**src/rtl/logic16_arbiter.sv**
```systemverilog
// rtl/logic16_arbiter.sv - round-robin shared 16-bit NOT/AND/OR/XOR unit with registered result
// Requesters compete for one gate datapath; the result stage is a single back-pressurable register.
module logic16_arbiter #(
  parameter int NREQ  = 4,
  parameter int WIDTH = 16,
  parameter int IDW   = 2
) (
  input  logic                    clk,
  input  logic                    rst_n,
  input  logic [NREQ-1:0]         req_valid,
  output logic [NREQ-1:0]         req_ready,
  input  logic [2*NREQ-1:0]       req_op,
  input  logic [WIDTH*NREQ-1:0]   req_a,
  input  logic [WIDTH*NREQ-1:0]   req_b,
  output logic                    rsp_valid,
  input  logic                    rsp_ready,
  output logic [WIDTH-1:0]        rsp_out,
  output logic [IDW-1:0]          rsp_id,
  output logic [15:0]             txn_count
);

  typedef enum logic {EMPTY = 1'b0, FULL = 1'b1} state_t;

  state_t             state_q, state_d;
  logic [IDW-1:0]     last_grant_q, last_grant_d;
  logic [WIDTH-1:0]   rsp_out_q, rsp_out_d;
  logic [IDW-1:0]     rsp_id_q, rsp_id_d;
  logic [15:0]        txn_count_q, txn_count_d;

  logic               found;
  logic [IDW-1:0]     grant_id;
  logic [IDW-1:0]     scan_idx;
  logic [NREQ-1:0]    grant;
  logic               can_accept;
  logic               hs;
  logic [1:0]         sel_op;
  logic [WIDTH-1:0]   sel_a, sel_b, result;

  // Scan starts one past the last winner so every requester gets a turn.
  always_comb begin
    found    = 1'b0;
    grant_id = '0;
    scan_idx = '0;
    for (int k = 1; k <= NREQ; k++) begin
      scan_idx = IDW'((int'(last_grant_q) + k) % NREQ);
      if (!found && req_valid[scan_idx]) begin
        found    = 1'b1;
        grant_id = scan_idx;
      end
    end
  end

  always_comb begin
    grant = '0;
    if (found) grant[grant_id] = 1'b1;
  end

  // rst_n gates ready so nothing handshakes while the block is held in reset.
  assign can_accept = (state_q == EMPTY) | rsp_ready;
  assign hs         = found & can_accept & rst_n;
  assign req_ready  = grant & {NREQ{can_accept & rst_n}};

  assign sel_op = req_op[2*int'(grant_id) +: 2];
  assign sel_a  = req_a[WIDTH*int'(grant_id) +: WIDTH];
  assign sel_b  = req_b[WIDTH*int'(grant_id) +: WIDTH];

  always_comb begin
    result = '0;
    case (sel_op)
      2'b00:   result = ~sel_a;
      2'b01:   result = sel_a & sel_b;
      2'b10:   result = sel_a | sel_b;
      default: result = sel_a ^ sel_b;
    endcase
  end

  always_comb begin
    state_d      = state_q;
    last_grant_d = last_grant_q;
    rsp_out_d    = rsp_out_q;
    rsp_id_d     = rsp_id_q;
    txn_count_d  = txn_count_q;
    if (hs) begin
      state_d      = FULL;
      last_grant_d = grant_id;
      rsp_out_d    = result;
      rsp_id_d     = grant_id;
      txn_count_d  = txn_count_q + 16'd1;
    end else if (state_q == FULL && rsp_ready) begin
      state_d = EMPTY;
    end
  end

  always_ff @(posedge clk or negedge rst_n) begin
    if (!rst_n) begin
      state_q      <= EMPTY;
      last_grant_q <= IDW'(NREQ - 1);
      rsp_out_q    <= '0;
      rsp_id_q     <= '0;
      txn_count_q  <= '0;
    end else begin
      state_q      <= state_d;
      last_grant_q <= last_grant_d;
      rsp_out_q    <= rsp_out_d;
      rsp_id_q     <= rsp_id_d;
      txn_count_q  <= txn_count_d;
    end
  end

  assign rsp_valid = (state_q == FULL);
  assign rsp_out   = rsp_out_q;
  assign rsp_id    = rsp_id_q;
  assign txn_count = txn_count_q;

endmodule

```
**config.mk**
```make
export PLATFORM = sky130hd
export DESIGN_NAME = logic16_arbiter
export DESIGN_NICKNAME = d
export VERILOG_FILES = /design/src/rtl/logic16_arbiter.sv
export SDC_FILE = /design/constraint.sdc
export NUM_CORES = 1
export LEC_CHECK = 0
export CORE_UTILIZATION = 33
export DETAILED_ROUTE_END_ITERATION = 7
export HOLD_SLACK_MARGIN = 0.05
export PLACE_DENSITY_LB_ADDON = 0.2
export SLEW_MARGIN = 20
export SYNTH_ARGS = -nofsm -noshare
export SYNTH_HDL_FRONTEND = slang
export SYNTH_SLANG_ARGS = --single-unit
```
**constraint.sdc**
```tcl
create_clock -name clk -period 7.9 [get_ports clk]
set_input_delay 0.79 -clock clk [delete_from_list [all_inputs] [get_ports clk]]
set_output_delay 0.79 -clock clk [all_outputs]
set_load 0.01 [all_outputs]
```
* Word level (Yosys, flattened, before mapping)
Cells that the tools add are included.
Storage, ports and cells: register bits after elaboration 37, bits of input ports 143, output and inout port bits 39, logic and storage cells 63
Cells by class: add/subtract/negate cells 5, $lt $le $gt $ge 6, eq/ne operators 2, shift operators 3, mux-type cells 22, bitwise operators 10, reduce and logical (&&, ||, !) cells 10
Operator list (count):
- 64-bit by 7-bit indexed part select with 16-bit output | 2
- 16-bit case mux with 3 select lines | 1
- 16-bit by 1-bit adder with 16-bit output (second input constant) | 1
- 16-bit bitwise AND | 1
- 16-bit NOT | 1
- 16-bit OR | 1
- 16-bit XOR | 1
- 2-bit by 3-bit less-than comparator with 1-bit output (second input constant) | 5
- 1-bit 2-to-1 mux | 11
- 1-bit binary-select mux with 2-bit select | 4
- 2-bit 2-to-1 mux | 4
- 8-bit by 4-bit indexed part select with 2-bit output | 1
- 1-bit logical AND | 5
- 2-bit by 1-bit adder with 2-bit output (second input constant) | 2
- 2-bit adder (second input constant) | 2
- 4-bit bitwise AND | 1
- 4-bit 2-to-1 mux | 1
- 1-bit bitwise AND | 3
- 1-bit zero test | 3
- 1-bit demux with 2-bit select | 1
- 2-bit by 1-bit == test with 1-bit output (second input constant) | 1
- 2-bit == test (second input constant) | 1
- 2-bit by 1-bit greater-or-equal comparator with 1-bit output (second input constant) | 1
- 2-bit zero test | 1
- other kinds (3) | 3

* Logic depth before layout (Yosys ltp)
depth in word-level cells 19, depth in mapped cells 12, mapped depth without buffers 9

* Least setup slack after synthesis
OpenSTA, ideal clock, no wires.
path type input to output, start in req_valid[1], end out req_ready[1], arrival 1.899 ns, required time 7.110 ns, path slack 5.211 ns, stages on the path 4, buffers on the path 1, path through o41ai_1 > nand2b_1 > clkbuf_1 > nor3_1
On the way: longest elaborated chain between the ends 18, elaborated cells between the ends (all ways) 29, classes of those cells order compare: 2; mux: 19; bitwise: 1; reduce/logical: 7
Ends and longest elaborated chain:
- start: declaration | line 10 | input logic [NREQ-1:0] req_valid,
- 1-bit binary-select mux with 2-bit select | line 46 | if (!found && req_valid[scan_idx]) begin
- 1-bit 2-to-1 mux (implied by the code) | line 46
- 1-bit 2-to-1 mux | line 46
- 1-bit zero test | line 46
- 1-bit logical AND | line 46
- 1-bit 2-to-1 mux | line 46
- 1-bit zero test | line 46
- 1-bit logical AND | line 46
- (+2 left out)
- 1-bit logical AND | line 46
- 2-bit 2-to-1 mux | line 46
- 2-bit by 3-bit less-than comparator with 1-bit output (implied by the code) or 2-bit by 1-bit greater-or-equal comparator with 1-bit output (tied branches) | line 55 | if (found) grant[grant_id] = 1'b1;
- 1-bit logical AND (implied by the code) | line 55
- 1-bit 2-to-1 mux (implied by the code) | line 55
- 1-bit demux with 2-bit select | line 55
- 4-bit 2-to-1 mux (*) | line 55
- 4-bit bitwise AND (*) | line 61 | assign req_ready = grant & {NREQ{can_accept & rst_n}};
- end: declaration | line 11 | output logic [NREQ-1:0] req_ready,
Every way passes the cells marked *; elsewhere a longest branch is shown, timed or not. The select of a mux whose other input is x is not followed.

* Final worst setup path
start in req_valid[0], end reg rsp_out_q[1] (netlist: rsp_out[1])
On the way: longest elaborated chain between the ends 15, elaborated cells between the ends (all ways) 35, classes of those cells eq/ne: 2; shift: 3; mux: 17; bitwise: 6; reduce/logical: 7
Ends and longest elaborated chain:
- 1-bit binary-select mux with 2-bit select | line 46
- 1-bit 2-to-1 mux (implied by the code) | line 46
- 1-bit 2-to-1 mux | line 46
- 1-bit zero test | line 46
- 1-bit logical AND | line 46
- 1-bit 2-to-1 mux | line 46
- 1-bit zero test | line 46
- 1-bit logical AND | line 46
- 1-bit 2-to-1 mux | line 46
- 1-bit zero test | line 46
- 1-bit logical AND | line 46
- 2-bit 2-to-1 mux | line 46
- 64-bit by 7-bit indexed part select with 16-bit output (tied with other cells) | line 64 | assign sel_a = req_a[WIDTH*int'(grant_id) +: WIDTH];
- 16-bit XOR (tied with other cells) | line 73 | default: result = sel_a ^ sel_b;
- 16-bit case mux with 3 select lines | line 69 | case (sel_op)
- end signal: assignment | line 104 | rsp_out_q <= rsp_out_d;
- end: declaration | line 26 | logic [WIDTH-1:0] rsp_out_q, rsp_out_d;
Several ways; a longest one is shown, not always the timed one. The select of a mux whose other input is x is not followed. A chain may end at the register's enable or synchronous reset.

==> reports/qor.yml <==
status: "finished, final reports clean"
firstDrtPassIters: 4
portBuffers: 181
syn_area_sq_mm: 0.00337
async_flop_share_pct: 100
dp_cells: 652
yosys_warnings: 0
grt_overflow: 0
ioPinCount: 182
grt_use_met1_pct: 23.2
track_usage_pct: 19.2
synth.net_count: 519
row_count: 36
crit_type: "in -> reg"
worst_ir_drop_vdd_mv: 0.148
worst-endpoint-required_ns: 8.07
setup_violations: 0
postCtsSetupRepairBufs: 0
cts_made_buffers: 5
grt_pass1_vias: 3172
arrival_ns: 4.04
htree_levels: 2
leakage_uw: 0.00238
die_w_um: 103
yosys_most_used_dff: "dfrtp_1"
ys_types: 33
cpPeakStageDelay_ns: 0.83
met2_usage_pct: 33.2
routed_wl_um: 10500
fin_nets: 687
die_h_um: 103
syn_avg_cell_area_sq_um: 9.42
yosys.area.top_type: "mux2i_1"
core-area_sq_mm: 0.00982
routabilityCongestion: 0.744
seq_area_frac_synth_pct: 27.5
crit_path_frequent_cell: "mux2i_1"
grtUsageMet3_pct: 5.90
fin_skew_ns: 0.00424
synth-edff-count: 0
cts_tree: "done"
cp_max_fo: 67
clock_latency_ns: 0.29
cts_root_buffer: "clkbuf_8"
hold_class: "reg -> reg"
netlist_instances: 358
top_usage_layer: "met2"
vias: 3299
cts_buffer_depth: 2
diodes: 0
rsz0062_at_grt: "false"
grt_pass1_wl_um: 15800
drtAntennaViolNets: 0
post_drt_via_cell_ratio: 5.00
final_hold_viol_count: 0
routedWlPerCell_um: 15.9
yosysTopAreaCellShare_pct: 30.0
cp_cell_sequence: "clkdlybuf4s50_1, a21o_1, a31oi_4, buf_4, mux2i_1, mux2i_1, ha_1, nor2_1, nor3_1, a211o_1"
finalSetupTns_ns: 0
hpwl_um: 8200
tightestPinTransition_ns: 1.06
maxCapViolCount: 0
antenna_found_initial: 0
ctsHoldBuffers: 0
drcViolationCount: 0
clock_sinks: 37
die_area_sq_mm: 0.0106
synth_seq_cells: 37
critPathLaunchType: "primary input"
cp_slowest_cell: "buf_4"
timing.final.crit_share_pct: 48.9
min_period_ns: 3.87
drv_slew: 0
stdcell_count: 660
drt_iter0_markers: 89
start_util_pct: 34.3
area_growth_pct: 57.8
drive_above_1_share_pct: 3.80
powerDensity_mw_per_mm2: 210
worstSetupEndpointType: "flop"
relSlewSlack_pct: 29.6
grt_max_degree: 68
synthTopCellsByArea: "mux2i_1 30%, dfrtp_1 26%, ha_1 6.7%, nor3_1 4.8%, nor2_1 4.7%"
cts_resized: 0
clk_pin_slew_ns: 0.08
timing.fmax_mhz: 259
[flip-flops by register name, summed over array words and instances (netlist names)]
signal	count
last_grant_q	2
rsp_out	16
txn_count	16
rsp_valid	1
rsp_id	2
[path summary, 6_finish.rpt]
check / slack (ns) / cells past startpoint / to / start
max: 4.03 / 10 / rsp_out[1] / req_valid[0]
min: 0.47 / 1 / txn_count[15] / txn_count[15]
max reg2reg: 4.51 / 9 / rsp_out[1] / last_grant_q[1]
min reg2reg: 0.47 / 1 / txn_count[15] / txn_count[15]
max in group asynchronous: 6.99 / 2 / last_grant_q[0] / rst_n
min in group asynchronous: 0.55 / 2 / rsp_out[10] / rst_n
[power breakdown]
group / internal (uW) / switching [uW]
sequential: 254 / 54.4
combinational: 364 / 316
clock: 61.2 / 67.3
total: 678 / 437
[cells in the final DEF (no fill, tap or decap), drive strengths merged]
| cell | synthesis | final |
|---|---|---|
| o221a | 1 | 1 |
| nand3b | 1 | 1 |
| o41ai | 1 | 1 |
| a21oi | 2 | 2 |
| ha | 18 | 18 |
| xor2 | 3 | 3 |
| nand2 | 20 | 20 |
| nor2 | 42 | 42 |
| a31oi | 1 | 1 |
| mux2 | 1 | 1 |
| inv | 4 | 4 |
| or3 | 1 | 1 |
| a21o | 1 | 1 |
| nand4 | 5 | 5 |
| o221ai | 1 | 1 |
| dfrtp | 35 | 35 |
| a22oi | 1 | 1 |
| clkdlybuf4s50 | 0 | 180 |
| nand3 | 1 | 1 |
| o21a | 2 | 2 |
| nor2b | 3 | 3 |
| mux2i | 101 | 101 |
| nor3 | 32 | 32 |
| a211oi | 18 | 18 |
| and3 | 2 | 2 |
| xnor2 | 12 | 12 |
| a211o | 16 | 16 |
| dfstp | 2 | 2 |
| clkinv | 0 | 2 |
| clkbuf | 5 | 6 |
| nand2b | 6 | 6 |
| buf | 20 | 6 |
[layer usage]
layer | wire, um | vias up
li1 | - | 1639
met1 | 4520 | 1530
met2 | 4830 | 121
met3 | 1050 | 9
met4 | 124 | 0
met5 | 0 | -
[Yosys cell counts (all sizes together) (2+ instances only)]
master  instances
a211o          16
a211oi         18
a21oi           2
and3            2
buf            20
clkbuf          5
dfrtp          35
dfstp           2
ha             18
inv             4
mux2i         101
nand2          20
nand2b          6
nand4           5
nor2           42
nor2b           3
nor3           32
o21a            2
xnor2          12
xor2            3
[cell type report]
cell class                 instances  area (sq um)
fill                             953          4500
sequential                        37           928
tap                              133           166
clock buffer                       6          72.6
timing repair buffer             186          1840
clock inverter                     2          10.0
inverter                           4          15.0
multi-input combinational        292          2280
[kinds of logic (layout without fill, tap and decap cells)]
| family | after synthesis | after routing | synth area share, % |
|---|---|---|---|
| AND/OR/NAND/NOR | 113 | 113 | 15.2 |
| flip-flops | 37 | 37 | 27.5 |
| AO/OA/AOI/OAI | 44 | 44 | 10.7 |
| multiplexers | 102 | 102 | 30.4 |
| buffers and inverters | 29 | 198 | 5.57 |
| adder cells (fa/ha/maj) | 18 | 18 | 6.68 |
| XOR/XNOR | 15 | 15 | 3.90 |
[critical path: cells and delay by family]
| family | cells | cell delay (ns) |
|---|---|---|
| multiplexers | 2 | 0.60 |
| adder cells (fa/ha/maj) | 1 | 0.32 |
| AND/OR/NAND/NOR | 2 | 0.17 |
| buffers and inverters | 2 | 1.35 |
| AO/OA/AOI/OAI | 3 | 0.75 |
[stage by stage]
stage	cell area [sq um]	total power, uW	utilization (%)	setup WS (ns)	hold WS [ns]
2_1_floorplan	3370	724	-	5.21	0.494
3_3_place_gp	5240	979	53.3	3.83	0.462
3_5_place_dp	5240	995	53.3	3.74	0.461
4_1_cts	5320	1130	54.2	4.06	0.476
5_1_grt	5320	1210	54.2	3.84	0.485
6_report	5320	1120	54.2	4.03	0.469
Note: power is estimated with default switching activity, not from simulation.
